## src/rtl/sensor_monitor.sv

```systemverilog
// sensor_monitor
//   Debounced fault detector for a 4-bit sensor vector. An error term derived
//   from the sensors must stay asserted for DEBOUNCE_CYCLES consecutive clocks
//   before a fault is declared. A declared fault latches until the host
//   acknowledges it. After that, the sensors must show one clean cycle before
//   a new qualification can begin.
//
//   Optional feature: define SENSOR_MONITOR_COUNT_EN to build the saturating
//   fault counter. Without it, fault_count is tied to zero.
//
//   Ports
//     clk          system clock, rising edge
//     n_rst        asynchronous active-low reset
//     sensors[3:0] raw sensor vector, synchronous to clk
//     ack          host fault acknowledge (level); honoured only in FAULT
//     fault        latched fault flag
//     irq          one-cycle pulse on fault declaration
//     fault_code   sensor snapshot from the declaring cycle
//     fault_count  saturating count of declared faults
module sensor_monitor #(
    parameter int DEBOUNCE_CYCLES = 4   // legal 1..15
) (
    input  logic       clk,
    input  logic       n_rst,
    input  logic [3:0] sensors,
    input  logic       ack,
    output logic       fault,
    output logic       irq,
    output logic [3:0] fault_code,
    output logic [7:0] fault_count
);

    typedef enum logic [1:0] {
        IDLE    = 2'd0,
        QUALIFY = 2'd1,
        FAULT   = 2'd2,
        REARM   = 2'd3
    } state_e;

    // The qualify counter holds the number of error edges seen so far.
    // The declaring edge is the one where this count reaches DEBOUNCE_CYCLES-1.
    localparam logic [3:0] QUAL_LAST = 4'(DEBOUNCE_CYCLES - 1);

    state_e     state_q, state_d;
    logic [3:0] qual_q,  qual_d;
    logic       fault_q, fault_d;
    logic       irq_q,   irq_d;
    logic [3:0] code_q,  code_d;
    logic       raw_err;
    logic       declare;

    assign raw_err = sensors[0] | (sensors[1] & (sensors[2] | sensors[3]));

    always_comb begin
        state_d = state_q;
        qual_d  = qual_q;
        declare = 1'b0;
        unique case (state_q)
            IDLE: begin
                if (raw_err) begin
                    if (DEBOUNCE_CYCLES == 1) begin
                        state_d = FAULT;
                        declare = 1'b1;
                    end else begin
                        state_d = QUALIFY;
                        qual_d  = 4'd1;
                    end
                end
            end
            QUALIFY: begin
                if (!raw_err) begin
                    state_d = IDLE;
                    qual_d  = 4'd0;
                end else if (qual_q == QUAL_LAST) begin
                    state_d = FAULT;
                    qual_d  = 4'd0;
                    declare = 1'b1;
                end else begin
                    qual_d  = qual_q + 4'd1;
                end
            end
            FAULT: begin
                // Sensors are ignored here. Only an ack seen while already
                // in FAULT releases the fault, so an ack that coincides with
                // the declaring edge has no effect.
                if (ack) state_d = REARM;
            end
            REARM: begin
                if (!raw_err) state_d = IDLE;
            end
            default: begin
                state_d = IDLE;
                qual_d  = 4'd0;
            end
        endcase
    end

    // The fault flag mirrors residency in FAULT.
    // irq is driven only by the declaring transition. Because FAULT cannot
    // declare again, irq can never stay high on two consecutive cycles.
    always_comb begin
        fault_d = (state_d == FAULT);
        irq_d   = declare;
        code_d  = declare ? sensors : code_q;
    end

    always_ff @(posedge clk or negedge n_rst) begin
        if (!n_rst) begin
            state_q <= IDLE;
            qual_q  <= 4'd0;
            fault_q <= 1'b0;
            irq_q   <= 1'b0;
            code_q  <= 4'h0;
        end else begin
            state_q <= state_d;
            qual_q  <= qual_d;
            fault_q <= fault_d;
            irq_q   <= irq_d;
            code_q  <= code_d;
        end
    end

`ifdef SENSOR_MONITOR_COUNT_EN
    logic [7:0] count_q, count_d;

    always_comb begin
        count_d = count_q;
        if (declare && (count_q != 8'hFF)) count_d = count_q + 8'd1;
    end

    always_ff @(posedge clk or negedge n_rst) begin
        if (!n_rst) count_q <= 8'h00;
        else        count_q <= count_d;
    end

    assign fault_count = count_q;
`else
    assign fault_count = 8'h00;
`endif

    assign fault      = fault_q;
    assign irq        = irq_q;
    assign fault_code = code_q;

endmodule

```

## config.mk

```make
export PLATFORM = sky130hd
export DESIGN_NAME = sensor_monitor
export DESIGN_NICKNAME = d
export VERILOG_FILES = /design/src/rtl/sensor_monitor.sv
export SDC_FILE = /design/constraint.sdc
export NUM_CORES = 1
export LEC_CHECK = 0
export ABC_AREA = 1
export BUFFER_PORTS_ARGS = -buffer_cell sky130_fd_sc_hd__buf_2
export CAP_MARGIN = 20
export CORE_MARGIN = 10
export CORE_UTILIZATION = 40
export DETAILED_ROUTE_END_ITERATION = 10
export PLACE_DENSITY = 0.62
export RECOVER_POWER = 100
export SKIP_LAST_GASP = 1
export SLEW_MARGIN = 10
export SYNTH_ARGS = -nofsm -noshare
export SYNTH_HDL_FRONTEND = slang
export SYNTH_SLANG_ARGS = --single-unit
export TNS_END_PERCENT = 30
```

## constraint.sdc

```tcl
create_clock -name clk -period 1.5 [get_ports clk]
set_input_delay 0.075 -clock clk [delete_from_list [all_inputs] [get_ports clk]]
set_output_delay 0.075 -clock clk [all_outputs]
set_load 0.05 [all_outputs]
```

# After elaboration in Yosys (flattened, before gate mapping)

Index checks and enable logic that the tools add are counted.

Bits in registers: 12
Bits of input ports: 7
Output and inout port bits: 14
Logic and storage cells: 31

$add $sub $neg: 1
Equal/unequal tests: 6
Muxes and demuxes: 13
Bitwise logic cells: 3
Reductions and logical operators: 3

Operator list:

| kind                  | count |
|---|---|
| $mux W4               | 3 |
| $mux W2               | 5 |
| $pmux W2 S4           | 1 |
| $pmux W4 S2           | 1 |
| $eq A2 B2 Y1 const B  | 3 |
| $add A4 B1 Y4 const B | 1 |
| $eq A4 B2 Y1 const B  | 1 |
| $mux W1               | 3 |
| $eq A2 B1 Y1 const B  | 1 |
| $logic_not A2 Y1      | 1 |
| $ne A2 B2 Y1 const B  | 1 |
| $or A1 B1 Y1          | 2 |
| $reduce_and A2 Y1     | 1 |
| $reduce_bool A2 Y1    | 1 |
| $and A1 B1 Y1         | 1 |

# Logic depth before layout (Yosys ltp)

Depth in word-level cells: 6
Depth in mapped cells: 6
Mapped depth without buffers: 6

# Least setup slack after synthesis

OpenSTA, ideal clock, no wires.

Kind: reg2reg
Start: register qual_q[0]
End: register code_q[1] (netlist: fault_code[1])
Library setup time: 118 ps
Arrival time: 1,021 ps
Required time: 1,382 ps
Slack: 361 ps
Stages on the path, launching flop included: 7
Path buffers: 0
Clock period less this slack: 1,139 ps
Cell sequence: dfrtp_1 ha_1 nand3_4 nand3b_4 inv_2 nand2_1 nand2_1

Longest elaborated chain between the ends: 4

Ends and longest elaborated chain:

| item                   | RTL line | text |
|---|---|---|
| start, declared        | 45       | `logic [3:0] qual_q, qual_d;` |
| start signal, assigned | 116      | `qual_q <= qual_d;` |
| $eq A4 B2 Y1           | 74       | `end else if (qual_q == QUAL_LAST) begin` |
| $mux W1                | 74       |  |
| $mux W1                | 71       | `if (!raw_err) begin` |
| $mux W1                | 58       | `unique case (state_q)` |
| named net declare      | 50       | `logic declare;` |
| end signal, assigned   | 119      | `code_q <= code_d;` |
| end, declared          | 48       | `logic [3:0] code_q, code_d;` |

The timed path passes the listed nets, and every way through them passes these cells.
A chain may end at the register's enable or synchronous reset.

# Worst setup path in the final report

Start: register state_q[1]
End: register fault_q (netlist: fault)

Longest elaborated chain between the ends: 4
Elaborated cells between the ends (all ways): 11
Those cells by class: eq/ne: 4; mux: 6; reduce/logical: 1

Ends and longest elaborated chain:

| item                   | RTL line | text |
|---|---|---|
| start, declared        | 44       | `state_e state_q, state_d;` |
| start signal, assigned | 115      | `state_q <= state_d;` |
| $mux W2                | 74       |  |
| $mux W2                | 71       |  |
| $pmux W2 S4 *          | 58       |  |
| named net state_d[1]   | 44       |  |
| $eq A2 B2 Y1 *         | 102      | `fault_d = (state_d == FAULT);` |
| named net fault_d      | 46       | `logic fault_q, fault_d;` |
| end signal, assigned   | 117      | `fault_q <= fault_d;` |
| end, declared          | 46       |  |

The timed path passes the listed nets; every way through them passes the cells marked *.

==> key figures <==
Run status
  • Outcome: completed

Power
  • Switching Power: 0.0007826 W
  • Worst IR Drop VDD: between 1 and 1.5 mV
  • Sw frac: between 40% and 50%
  • P_int: between 0.0007 and 0.0008 W
  • Clock power frac: 16.8%
  • PD cells: 2190 nW/um2
  • Logic pwr share: 48.9%
  • Leak: 0.3827 nW
  • Power, Total: ~0.0016 W
  • Sequential power share: 34.3%

Min path
  • Worst hold path class: input pin to register
  • Worst hold path depth: 3

Clock network
  • Htree depth: 1
  • TritonCTS clock tree: done
  • Worst-path clk slew: roughly 0.08 ns
  • CTS Buf Count: 3
  • Setup Fix Bufs, Post-CTS: 0
  • Root Buffer: clkbuf_4
  • CTS Sinks: 12
  • # resized after CTS: 0
  • Max clock buf depth: 2
  • Worst skew pair latency: around 0.27 ns

Placed design
  • Port Buffers: 12
  • GP Congestion: around 0.82
  • DP Wirelength: between 1000 and 1500 um
  • Placed insts: 96
  • Placed cell area: between 700 and 800 um2

Yosys
  • Synth area leaders: dfrtp_1 45%, buf_4 9.0%, nand2_1 7.9%
  • Cells after synthesis: 69
  • Area leader, netlist: dfrtp_1
  • Distinct cells, synth: 23
  • Top-area cell type share of the netlist area: approximately 45%
  • Synthesized area per cell: 9.665 um2
  • Register area share after synthesis: between 40% and 50%
  • Yosys warnings: 0
  • Post-synthesis register bit count: 12
  • Synthesized cell area: ~670 um2

Finish
  • Final instance area: about 720 um2
  • # diodes: 0
  • Final #Nets: 94
  • Commonest non-fill, non-tap cell in the layout: nand2_1
  • Area of the multi-input gates: 270.3 um2
  • Fillers: 164
  • Layout Utilization: between 40 and 50%
  • Layout Area Growth over Synthesis: 8.255%
  • Cell Count, Final, Fillers Out: 101
  • Layout cell share with drive strength beyond 1: 24.71%
  • Sequential cell area: 300.3 um2
  • Most frequent cells in the layout: 15 x nand2_1, 12 x dfrtp_1, 8 x conb_1

Critical path
  • Critical path buffer and inverter count: 1
  • Endpoint class of the critical path: register
  • Crit path kind: register to register
  • Slowest CP cell: dfrtp_1
  • Crit path max fanout: 7
  • Crit-path cells: nor2_1 -> nand3b_4 -> nand2_1 -> inv_2 -> nor2_2
  • Levels on crit path: 5
  • Critical Path AT: between 1 and 1.5 ns
  • Delay-heaviest family, CP: simple AND/OR/NAND/NOR gates
  • Startpoint types: register
  • Required time of the critical path: ~1.7 ns
  • CP max stage delay: a little over 0.4 ns
  • Worst-case reg-to-reg path depth: 5

Drt
  • Routed WL: 1299 um
  • Post-route ant nets: 0
  • Iteration-0 DRC Markers: 2
  • Routed WL per cell: approximately 13 um
  • DRC errors left: 0
  • First-pass iteration count of the detailed router: 4
  • DR vias: between 400 and 500
  • DR vias/cell: roughly 4.5

Global routing
  • Global Route Usage Sum: under 10%
  • First-pass GRT wire length: approximately 2100 um
  • Total gr overflow: 0
  • Vias in the first global route: slightly below 500
  • Largest net degree at the start of global routing: 13
  • Initial antenna violation count: 0

Timing
  • Clock skew: between 0.002 and 0.003 ns
  • Fin crit period: roughly 1.3 ns
  • Final Hold Fails: 0
  • Final setup fails: 0
  • Tcrit/Tclk final: a little under nine tenths
  • Pins Over Slew Limit: 0
  • RSZ-0062 raised after global routing: false
  • Max Clk Rate: slightly below 0.8 GHz
  • Slew @ Worst Pin: 0.6505 ns
  • Max_slew headroom: roughly 57%
  • Setup TNS: 0 ns

Die
  • Initial Util: around 43%
  • Core ar.: ~1500 um2
  • Die height: between 60 and 70 um
  • Die W: 60.83 um
  • # IOs: 21
  • Die ar.: ~3700 um2
  • Site row count: 14

Job
  • Max-Cap Viols: 0
## what timing repair did
item	CTS	global route
endpoints found under the hold margin	12	0
hold buffers	1	0
endpoints found under the setup margin	0	0
## per-stage QoR
step / setup slack (ns) / hold slack, ns
2_1_floorplan: 0.3612 / -0.2206
3_3_place_gp: 0.3166 / -0.03426
3_5_place_dp: 0.2754 / -0.02719
4_1_cts: 0.2637 / 0.02161
5_1_grt: 0.1141 / 0.01474
6_report: 0.2204 / 0.02584
## registers in the layout (all words and copies together) (netlist names)
signal and cells:
irq 1, qual_q 4, state_q 2, fault 1
fault_code 4
## layer usage
metal / wire [um] / up-vias / global-route usage [%]
met5: 0 / - / 0
met1: 542 / 207 / 8.323
li1: - / 237 / -
met3: 103 / 2 / 3.340
met2: 638 / 11 / 12.37
met4: 14 / 0 / 5.643
## worst paths after layout
check	from	to	slack [ns]
min reg2reg	fault_code[2]	fault_code[2]	0.51
max in group asynchronous	n_rst	fault_code[3]	0.75
max	state_q[1]	fault	0.22
min in group asynchronous	n_rst	fault_code[0]	0.34
max reg2reg	state_q[1]	fault	0.22
min	sensors[2]	fault_code[2]	0.03
## cell type report
class,count,share of cell area [%]
multi-input combinational,47,37.44
sequential,12,41.59
clock buffer,4,5.026
inverter,9,4.679
tap,16,2.773
timing repair buffer,13,8.492
## synth_stat cells
cell type / number
a21oi_1: 1
o21ai_1: 1
or2_2: 1
nand3b_4: 1
inv_2: 4
nand3_2: 2
dfrtp_1: 12
o21ai_2: 1
nand2_4: 2
nor2_8: 1
nor2_2: 1
xnor2_1: 1
buf_4: 8
xor2_1: 1
nand3_4: 1
inv_1: 4
clkinv_1: 1
nand3_1: 6
conb_1: 1
nand2_1: 14
o22ai_1: 3
ha_1: 1
nand2_2: 1
## worst reg2reg max path, cell delays in order, from the launching register on
cell	delay (ns)
dfrtp_1	0.41
nor2_1	0.38
nand3b_4	0.16
nand2_1	0.14
inv_2	0.04
nor2_2	0.08
## cell families after synthesis
kind of cell | Yosys count | share of synthesized area (%)
compound gates | 6 | 5.628
xor+xnor | 2 | 2.627
fa+ha+maj | 1 | 1.876
buf+inv | 17 | 14.07
flops | 12 | 45.03
other cells | 1 | 0.5623
simple gates | 30 | 30.21
## power groups by stage
stage	registers [W]	logic (W)	clock network, W
after floorplan	0.000781	0.000489	0
after global placement	0.000563	0.000866	0
after detailed placement	0.000566	0.000871	0
after CTS	0.000561	0.000874	0.000273
after global routing	0.000562	0.000855	0.000290
final	0.000543	0.000773	0.000265
Power figures use the tool's default switching activity.
